$ cat src/rtl/acc_dec_if.sv
// acc_dec port bundle: serial y/iclk in, valid/ready word out plus status.
// master drives y/iclk/ready (link side + consumer), slave is the decoder.
interface acc_dec_if #(
    parameter int WIDTH = 8
);
    logic                          y;
    logic                          iclk;
    logic [WIDTH-1:0]              data;
    logic                          valid;
    logic                          ready;
    logic                          overrun;
    logic                          parity_err;
    logic [$clog2(WIDTH+2)-1:0]    bit_cnt;

    modport master (
        output y, iclk, ready,
        input  data, valid, overrun, parity_err, bit_cnt
    );

    modport slave (
        input  y, iclk, ready,
        output data, valid, overrun, parity_err, bit_cnt
    );
endinterface

$ cat src/rtl/acc_dec.sv
// Undoes the acc toggle accumulator and packs bits LSB-first; ACC_DEC_PARITY_EN adds even parity.
// valid 1 clk after final strobe; single-word hold buffer, words completing while held are dropped (sticky overrun).
module acc_dec #(
    parameter int WIDTH = 8
) (
    input  logic      clk,
    input  logic      rst,
    acc_dec_if.slave  bus
);
`ifdef ACC_DEC_PARITY_EN
    localparam int FL = WIDTH + 1;
`else
    localparam int FL = WIDTH;
`endif
    localparam int CW = $clog2(WIDTH + 2);
    localparam int AW = FL - 1;

    localparam logic [0:0] EMPTY = 1'b0;
    localparam logic [0:0] FULL  = 1'b1;

    logic           r_iclk_q;
    logic           r_y_prev;
    logic [AW-1:0]  r_asm;
    logic [CW-1:0]  r_bit_cnt;
    logic [WIDTH-1:0] r_data;
    logic [0:0]     r_state;
    logic           r_overrun;

    logic           w_strobe;
    logic           w_bit;
    logic           w_done;
    logic           w_load;
    logic [FL-1:0]  w_frame;

    assign w_strobe = bus.iclk & ~r_iclk_q;
    assign w_bit    = bus.y ^ r_y_prev;
    assign w_done   = w_strobe && (r_bit_cnt == CW'(FL - 1));
    // Earlier bits sit at the bottom of r_asm once FL-1 shifts have happened.
    assign w_frame  = {w_bit, r_asm};
    assign w_load   = w_done && ((r_state == EMPTY) || bus.ready);

    always_ff @(posedge clk) begin
        if (rst) begin
            r_iclk_q  <= 1'b0;
            r_y_prev  <= 1'b0;
            r_asm     <= '0;
            r_bit_cnt <= '0;
        end else begin
            r_iclk_q <= bus.iclk;
            if (w_strobe) begin
                r_y_prev  <= bus.y;
                r_asm     <= AW'(w_frame >> 1);
                r_bit_cnt <= w_done ? '0 : r_bit_cnt + 1'b1;
            end
        end
    end

    always_ff @(posedge clk) begin
        if (rst) begin
            r_state   <= EMPTY;
            r_data    <= '0;
            r_overrun <= 1'b0;
        end else begin
            if (w_load) begin
                r_data  <= w_frame[WIDTH-1:0];
                r_state <= FULL;
            end else if ((r_state == FULL) && bus.ready) begin
                r_state <= EMPTY;
            end
            if (w_done && (r_state == FULL) && !bus.ready) begin
                r_overrun <= 1'b1;
            end
        end
    end

`ifdef ACC_DEC_PARITY_EN
    logic r_parity_err;

    always_ff @(posedge clk) begin
        if (rst) begin
            r_parity_err <= 1'b0;
        end else if (w_load) begin
            r_parity_err <= ^w_frame;
        end
    end

    assign bus.parity_err = r_parity_err;
`else
    assign bus.parity_err = 1'b0;
`endif

    assign bus.data    = r_data;
    assign bus.valid   = (r_state == FULL);
    assign bus.overrun = r_overrun;
    assign bus.bit_cnt = r_bit_cnt;
endmodule
$ cat src/flat_wrapper.sv
// flat-port wrapper written by rule: the top's interface ports become plain ports
module acc_dec_flat 
#(
    parameter int WIDTH = 8
)
  (clk, rst, bus_y, bus_iclk, bus_ready, bus_data, bus_valid, bus_overrun, bus_parity_err, bus_bit_cnt);
  acc_dec_if #(.WIDTH(WIDTH)) bus_i ();
  input  logic clk;
  input  logic rst;
  input wire logic [$bits(bus_i.y)-1:0] bus_y;
  input wire logic [$bits(bus_i.iclk)-1:0] bus_iclk;
  input wire logic [$bits(bus_i.ready)-1:0] bus_ready;
  output wire logic [$bits(bus_i.data)-1:0] bus_data;
  output wire logic [$bits(bus_i.valid)-1:0] bus_valid;
  output wire logic [$bits(bus_i.overrun)-1:0] bus_overrun;
  output wire logic [$bits(bus_i.parity_err)-1:0] bus_parity_err;
  output wire logic [$bits(bus_i.bit_cnt)-1:0] bus_bit_cnt;
  assign bus_i.y = bus_y;
  assign bus_i.iclk = bus_iclk;
  assign bus_i.ready = bus_ready;
  assign bus_data = bus_i.data;
  assign bus_valid = bus_i.valid;
  assign bus_overrun = bus_i.overrun;
  assign bus_parity_err = bus_i.parity_err;
  assign bus_bit_cnt = bus_i.bit_cnt;
  acc_dec #(.WIDTH(WIDTH)) u_core (.clk(clk), .rst(rst), .bus(bus_i));
endmodule
$ cat config.mk
export PLATFORM = sky130hd
export DESIGN_NAME = acc_dec_flat
export DESIGN_NICKNAME = d
export VERILOG_FILES = /design/src/rtl/acc_dec_if.sv /design/src/rtl/acc_dec.sv /design/src/flat_wrapper.sv
export SDC_FILE = /design/constraint.sdc
export NUM_CORES = 1
export LEC_CHECK = 0
export CAP_MARGIN = 20
export CORE_ASPECT_RATIO = 0.9
export CORE_MARGIN = 2
export CORE_UTILIZATION = 48
export CTS_CLUSTER_SIZE = 8
export DETAILED_ROUTE_END_ITERATION = 8
export GPL_ROUTABILITY_DRIVEN = 0
export HOLD_SLACK_MARGIN = 0.03
export PLACE_DENSITY = 0.84
export SLEW_MARGIN = 20
export SYNTH_ARGS = -nofsm -noshare
export SYNTH_HDL_FRONTEND = slang
export SYNTH_SLANG_ARGS = --single-unit
$ cat constraint.sdc
create_clock -name clk -period 1.7 [get_ports clk]
set_clock_uncertainty 0.2 [all_clocks]
set_input_delay 0.255 -clock clk [delete_from_list [all_inputs] [get_ports clk]]
set_output_delay 0.255 -clock clk [all_outputs]
set_load 0.01 [all_outputs]
After elaboration in Yosys (flattened, before gate mapping)

Index checks and enable logic that the tools add are counted.

Register bits: 23
Latch bits: 0
RAM bits: 0
ROM bits: 0
Bits of input ports: 5
Output and inout port bits: 15
Logic and storage cells: 24
Memories kept: 0

Add/sub/neg operators: 1
Multipliers: 0
Divide/modulo/power cells: 0
$lt $le $gt $ge: 0
Equal/unequal tests: 1
Shifts and indexed selects: 0
Muxes and demuxes: 3
Bitwise gates (word level): 4
Reductions and logical operators: 8

Operators with widths:

| kind                  | count |
|---|---|
| $logic_and A1 B1 Y1   | 5 |
| $add A4 B1 Y4 const B | 1 |
| $eq A4 B3 Y1 const B  | 1 |
| $mux W4               | 1 |
| $mux W1               | 2 |
| $not A1 Y1            | 2 |
| $reduce_bool A2 Y1    | 1 |
| $and A1 B1 Y1         | 1 |
| $logic_not A1 Y1      | 1 |
| $logic_or A1 B1 Y1    | 1 |
| $xor A1 B1 Y1         | 1 |

Logic depth before layout (Yosys ltp)

Gate-level depths: netlist (run 1).

Word-level depth: 5
Gate-level depth with buffers: 5
Depth with buffers taken out: 4

Least setup slack after synthesis (run 1)

No wires, ideal clock.

Kind: flip-flop to flip-flop
Start point: reg u_core.r_bit_cnt[0], in the netlist u_core.bus.bit_cnt[0]
End point: reg u_core.r_data[0], in the netlist u_core.bus.data[0]
Library setup time: 72 ps
Arrival time: 1276 ps
Required time: 1428 ps
Slack: 152 ps
Cell stages (with the launch flop): 6
Buffers on the path: 1
Clock period less this slack: 1548 ps
Cell sequence: dfxtp_1 > ha_1 > nand3b_4 > nor3b_2 > buf_6 > mux2i_1

Longest elaborated chain between the ends: 3

Ends and longest elaborated chain:

| item                   | RTL line      | text |
|---|---|---|
| from (decl)            | acc_dec.sv:24 | `logic [CW-1:0] r_bit_cnt;` |
| from (signal assigned) | acc_dec.sv:53 | `r_bit_cnt <= w_done ? '0 : r_bit_cnt + 1'b1;` |
| $eq A4 B3 Y1           | acc_dec.sv:37 | `assign w_done = w_strobe && (r_bit_cnt == CW'(FL - 1));` |
| $logic_and A1 B1 Y1    | acc_dec.sv:37 |  |
| $logic_and A1 B1 Y1    | acc_dec.sv:40 | `assign w_load = w_done && ((r_state == EMPTY) \|\| bus.ready);` |
| to (signal assigned)   | acc_dec.sv:65 | `r_data <= w_frame[WIDTH-1:0];` |
| to (decl)              | acc_dec.sv:25 | `logic [WIDTH-1:0] r_data;` |

No other way between the ends.
A chain may end at the register's enable or synchronous reset.

Worst setup path after layout (run 1)

Start point: reg u_core.r_bit_cnt[1], in the netlist u_core.bus.bit_cnt[1]
End point: out bus_bit_cnt[1]

RTL lines:

| item      | RTL line           | text |
|---|---|---|
| to (decl) | flat_wrapper.sv:17 | `output wire logic [$bits(bus_i.bit_cnt)-1:0] bus_bit_cnt;` |

No word-level cell between the ends.

==> summary by stage, run 1 <==
Outcome
The flow ran to the end, and the final reports show no timing, DRC or antenna violations.

Hold path
The class of the most critical hold timing path is reg -> reg. Along the worst hold path, the cell count comes to 2.

Global route
The global routing usage summed across all routing layers is 15.6%. The initial antenna violation count was 0. The first-pass GRT wire length is 2680 um. Entering global routing, the biggest net connects 19 pins. The sum of overflow across all layers after global routing is 0.

The via count of the first global-routing pass is 651.

Die
The die is 50.4 um wide. The number of core rows is 15. The height of the die is 45.8 um. The floorplan step defined a die boundary enclosing 2310 sq um. The initial utilization of the core area, before any placement, comes to 49.6%.

In this run the standard cell core region covers 1880 sq um. The count of pins on the block boundary is 20.

CTS
The deepest clock path buffer count is 2. Clock-pin slew was measured on the worst setup and hold paths at 0.13 ns. CTS built an H-tree with a depth of 1. After clock tree synthesis, the flow added hold-fix buffers numbering 0. The clock reaches the later pin of the worst-skew pair after 0.30 ns.

The root buffer cell is clkbuf_4. The number of sinks driven by the clock tree is 23. The number of clock buffers inserted by TritonCTS is 3. The clock tree from TritonCTS is yes.

Yosys
The total of flip-flops plus latches after synthesis is 23. Synthesis handed over a netlist of 106 instances. The number of warnings printed during yosys synthesis is 0. The compound-cell area share of the yosys netlist is 8.74%. The share of synthesized cell area in and, or, nand and nor gates is 25.1%. Sequential elements use 49.5% of the synthesized area. The number of library cell types mapped by synthesis is 24. In this run the mean area of a mapped cell was 8.78 sq um. The synthesized netlist net count is 112. By area, the combinational part of the netlist is dominated by simple AND/OR/NAND/NOR gates. The fraction of the mapped netlist area in adder cells is 1.34%. The synthesized-area fraction occupied by xor and xnor cells is 1.88%. Measured against the total synthesized area, the mux share comes to 8.60%.

The summed instance area of the synthesized netlist is 931 sq um.

Cells and area
The top cell types in the final layout, fill and taps aside, are nand2_1, dfxtp_1, a21oi_1, clkdlybuf4s50_1, mux2i_1. The repair_antennas step left the layout with diodes totalling 0. The library cell used most frequently in the layout, excluding fill and tap cells, is nand2_1. The number of inserted filler cells in the final layout is 162. In the final design database the tool counted 135 nets. Once layout is complete, the cells apart from fillers number 153. From synthesis to final layout, the design area changed by 28.9%. The layout cell share with drive strength beyond 1 is 14.1%.

Worst setup path
The kind of cell with the highest combined delay along the critical path is buffers and inverters. The minimum setup slack among reg-to-reg paths is 0.14 ns. In this design, the stage delay of the slowest critical-path cell is 0.53 ns.

The total buffers and inverters traversed by the critical path is 1. The count of cells along the worst register-to-register path is 5. The endpoint of the lowest-slack register-to-register path is u_core.bus.data[6].

The type of origin of the critical path is a flip-flop. The cell with the largest stage delay on the worst path is clkdlybuf4s50_1. In this run the number of cells on the critical path is 1. The critical path goes through clkdlybuf4s50_1.

The arrival time reported for the critical path endpoint is 1.20 ns. The setup path with the least slack is of type reg -> out. In this run the worst setup path begins at u_core.bus.bit_cnt[1]. The capture point of the worst path is bus_bit_cnt[1]. The worst setup path is captured at an output pin. The startpoint identified for the worst register-to-register timing path is u_core.bus.bit_cnt[0].

The largest driver fanout on the critical path is 4. STA puts the critical path data required time at 1.24 ns.

Routing
The routed layout has 757 vias. Summed over all layers, the routed wires come to 1690 um. Routed signal wires occupy layers up through met4. Before antenna repair, the detailed router went through 4 iterations. The detailed-routing wirelength on met1 is 747 um.

After detailed routing, the average wire length per cell comes to 11.1 um. Detailed routing placed a total of 47 um of wire on met3. The met2 routed wirelength is 857 um. In the routed design, unresolved DRC markers number 0. After the first detailed-routing iteration, the DRC count stood at 9. The per-cell via count in the routed design is 4.95.

The number of nets with antenna violations after routing is 0.

Placement
Including well taps, the total number of placed cells is 149. Buffers placed on the I/O ports in this run total 18. The half-perimeter wire length after placement is 1220 um.

Pwr
In this run the power density over the cells is 727 nW/um^2. Across the VDD grid, the largest voltage drop is 0.463 mV. The reported leakage power is 0.555 nW.

STA
The post-route setup TNS is 0 ns. For this run, the top clock speed supported by timing is 604 MHz. The number of hold-slack violations in the final timing report is 0. The total setup violations reported at the end of the flow is 0. For the finished layout, the period the worst path requires is 1.66 ns.

Setup repair after global routing left no endpoint under its margin. The number of max-slew violations in the final report is 0. Dividing the final minimum period by the clock period gives 97.4%.

Flow run
The number of max-cap violations is 0.
power breakdown:
part           total (mW)  internal (mW)  leakage (nW)  switching, mW
Clock               0.244         0.0877        0.0177          0.157
Combinational      0.0713         0.0337         0.349         0.0375
Sequential          0.557          0.549         0.188        0.00766
per-layer routing:
metal,up-vias,global-route usage (%)
met2,14,28.2
met1,350,18.6
met3,4,1.97
li1,389,-
met4,0,8.11
met5,-,0
kinds of logic after synthesis:
family                     count (synthesis)
and+or+nand+nor                           49
DFF                                       23
muxes                                      8
AOI/OAI and AO/OA                         15
buffers and inverters                      7
xor gates and xnor gates                   2
other                                      1
adders and majority gates                  1
cell usage after synthesis:
cell / instances / area [sq um]
mux2i_1: 8 / 80.1
o21ai_0: 2 / 10.0
dfxtp_1: 23 / 460
buf_4: 1 / 7.51
or3_1: 1 / 6.26
nand2b_2: 1 / 8.76
nand2_1: 33 / 124
nand3_1: 2 / 10.0
buf_6: 1 / 11.3
conb_1: 1 / 3.75
buf_2: 3 / 15.0
nand2b_1: 2 / 12.5
ha_1: 1 / 12.5
nor2b_1: 3 / 18.8
nor3b_2: 1 / 12.5
a21oi_1: 11 / 55.1
nor2_1: 3 / 11.3
xor2_1: 2 / 17.5
nand3b_4: 1 / 20.0
nor3_1: 2 / 10.0
inv_2: 1 / 3.75
o21a_1: 1 / 7.51
a211o_1: 1 / 8.76
clkbuf_1: 1 / 3.75
what timing repair did:
| action | 4_1_cts | 5_1_grt |
|---|---|---|
| cloned | 0 | 0 |
| resized for setup | 4 | 7 |
| buffers inserted | 0 | 0 |
| endpoints found under the setup margin | 4 | 7 |
flip-flops by register name (all words and copies together) (netlist names):
register / flops
u_core.bus.bit_cnt: 4
u_core.bus.data: 8
u_core.bus.overrun: 1
u_core.bus.valid: 1
u_core.r_asm: 7
u_core.r_iclk_q: 1
u_core.r_y_prev: 1
how the worst min path moves through the flow:
stage               slack, ns            endpoint               start
floorplan                0.12     u_core.r_asm[0]                 rst
global placement         0.24     u_core.r_asm[0]     u_core.r_asm[0]
detailed placement       0.25  u_core.bus.data[3]  u_core.bus.data[3]
CTS                      0.27  u_core.bus.data[0]  u_core.bus.data[0]
global route             0.30  u_core.bus.data[0]  u_core.bus.data[0]
finish                   0.27  u_core.bus.data[3]  u_core.bus.data[3]
worst reg2reg max path, stage by stage, from the launching register on:
cell and delay, ns:
dfxtp_2 0.38, ha_1 0.25, nand3b_4 0.10, nor3b_2 0.17, buf_4 0.21, mux2i_1 0.21
per-stage QoR:
step                utilization, %  setup WS [ns]  power, mW  cell area (sq um)  hold WS [ns]
global route                  63.9       0.000339      0.913               1200         0.296
global placement              61.3        -0.0503      0.639               1150         0.244
detailed placement            61.3         -0.124      0.641               1150         0.246
floorplan                        -          0.152      0.609                931         0.124
CTS                           63.0        0.00765      0.886               1180         0.266
finish                        63.9         0.0444      0.872               1200         0.266
final cells by class:
class | instances | area, sq um | area share [%]
sequential | 23 | 465 | 38.8
clock inverter | 1 | 5.00 | 0.417
inverter | 1 | 3.75 | 0.313
timing repair buffer | 24 | 243 | 20.2
clock buffer | 3 | 22.5 | 1.88
multi-input combinational | 76 | 429 | 35.8
tap | 25 | 31.3 | 2.61
No activity file was read; power rests on OpenSTA's default activity.
==> run 2: changes to the inputs <==
Settings changed: GPL_TIMING_DRIVEN from default to 1.
==> results of run 2 <==
Final layout, timing and power as in run 1 (identical DEF).
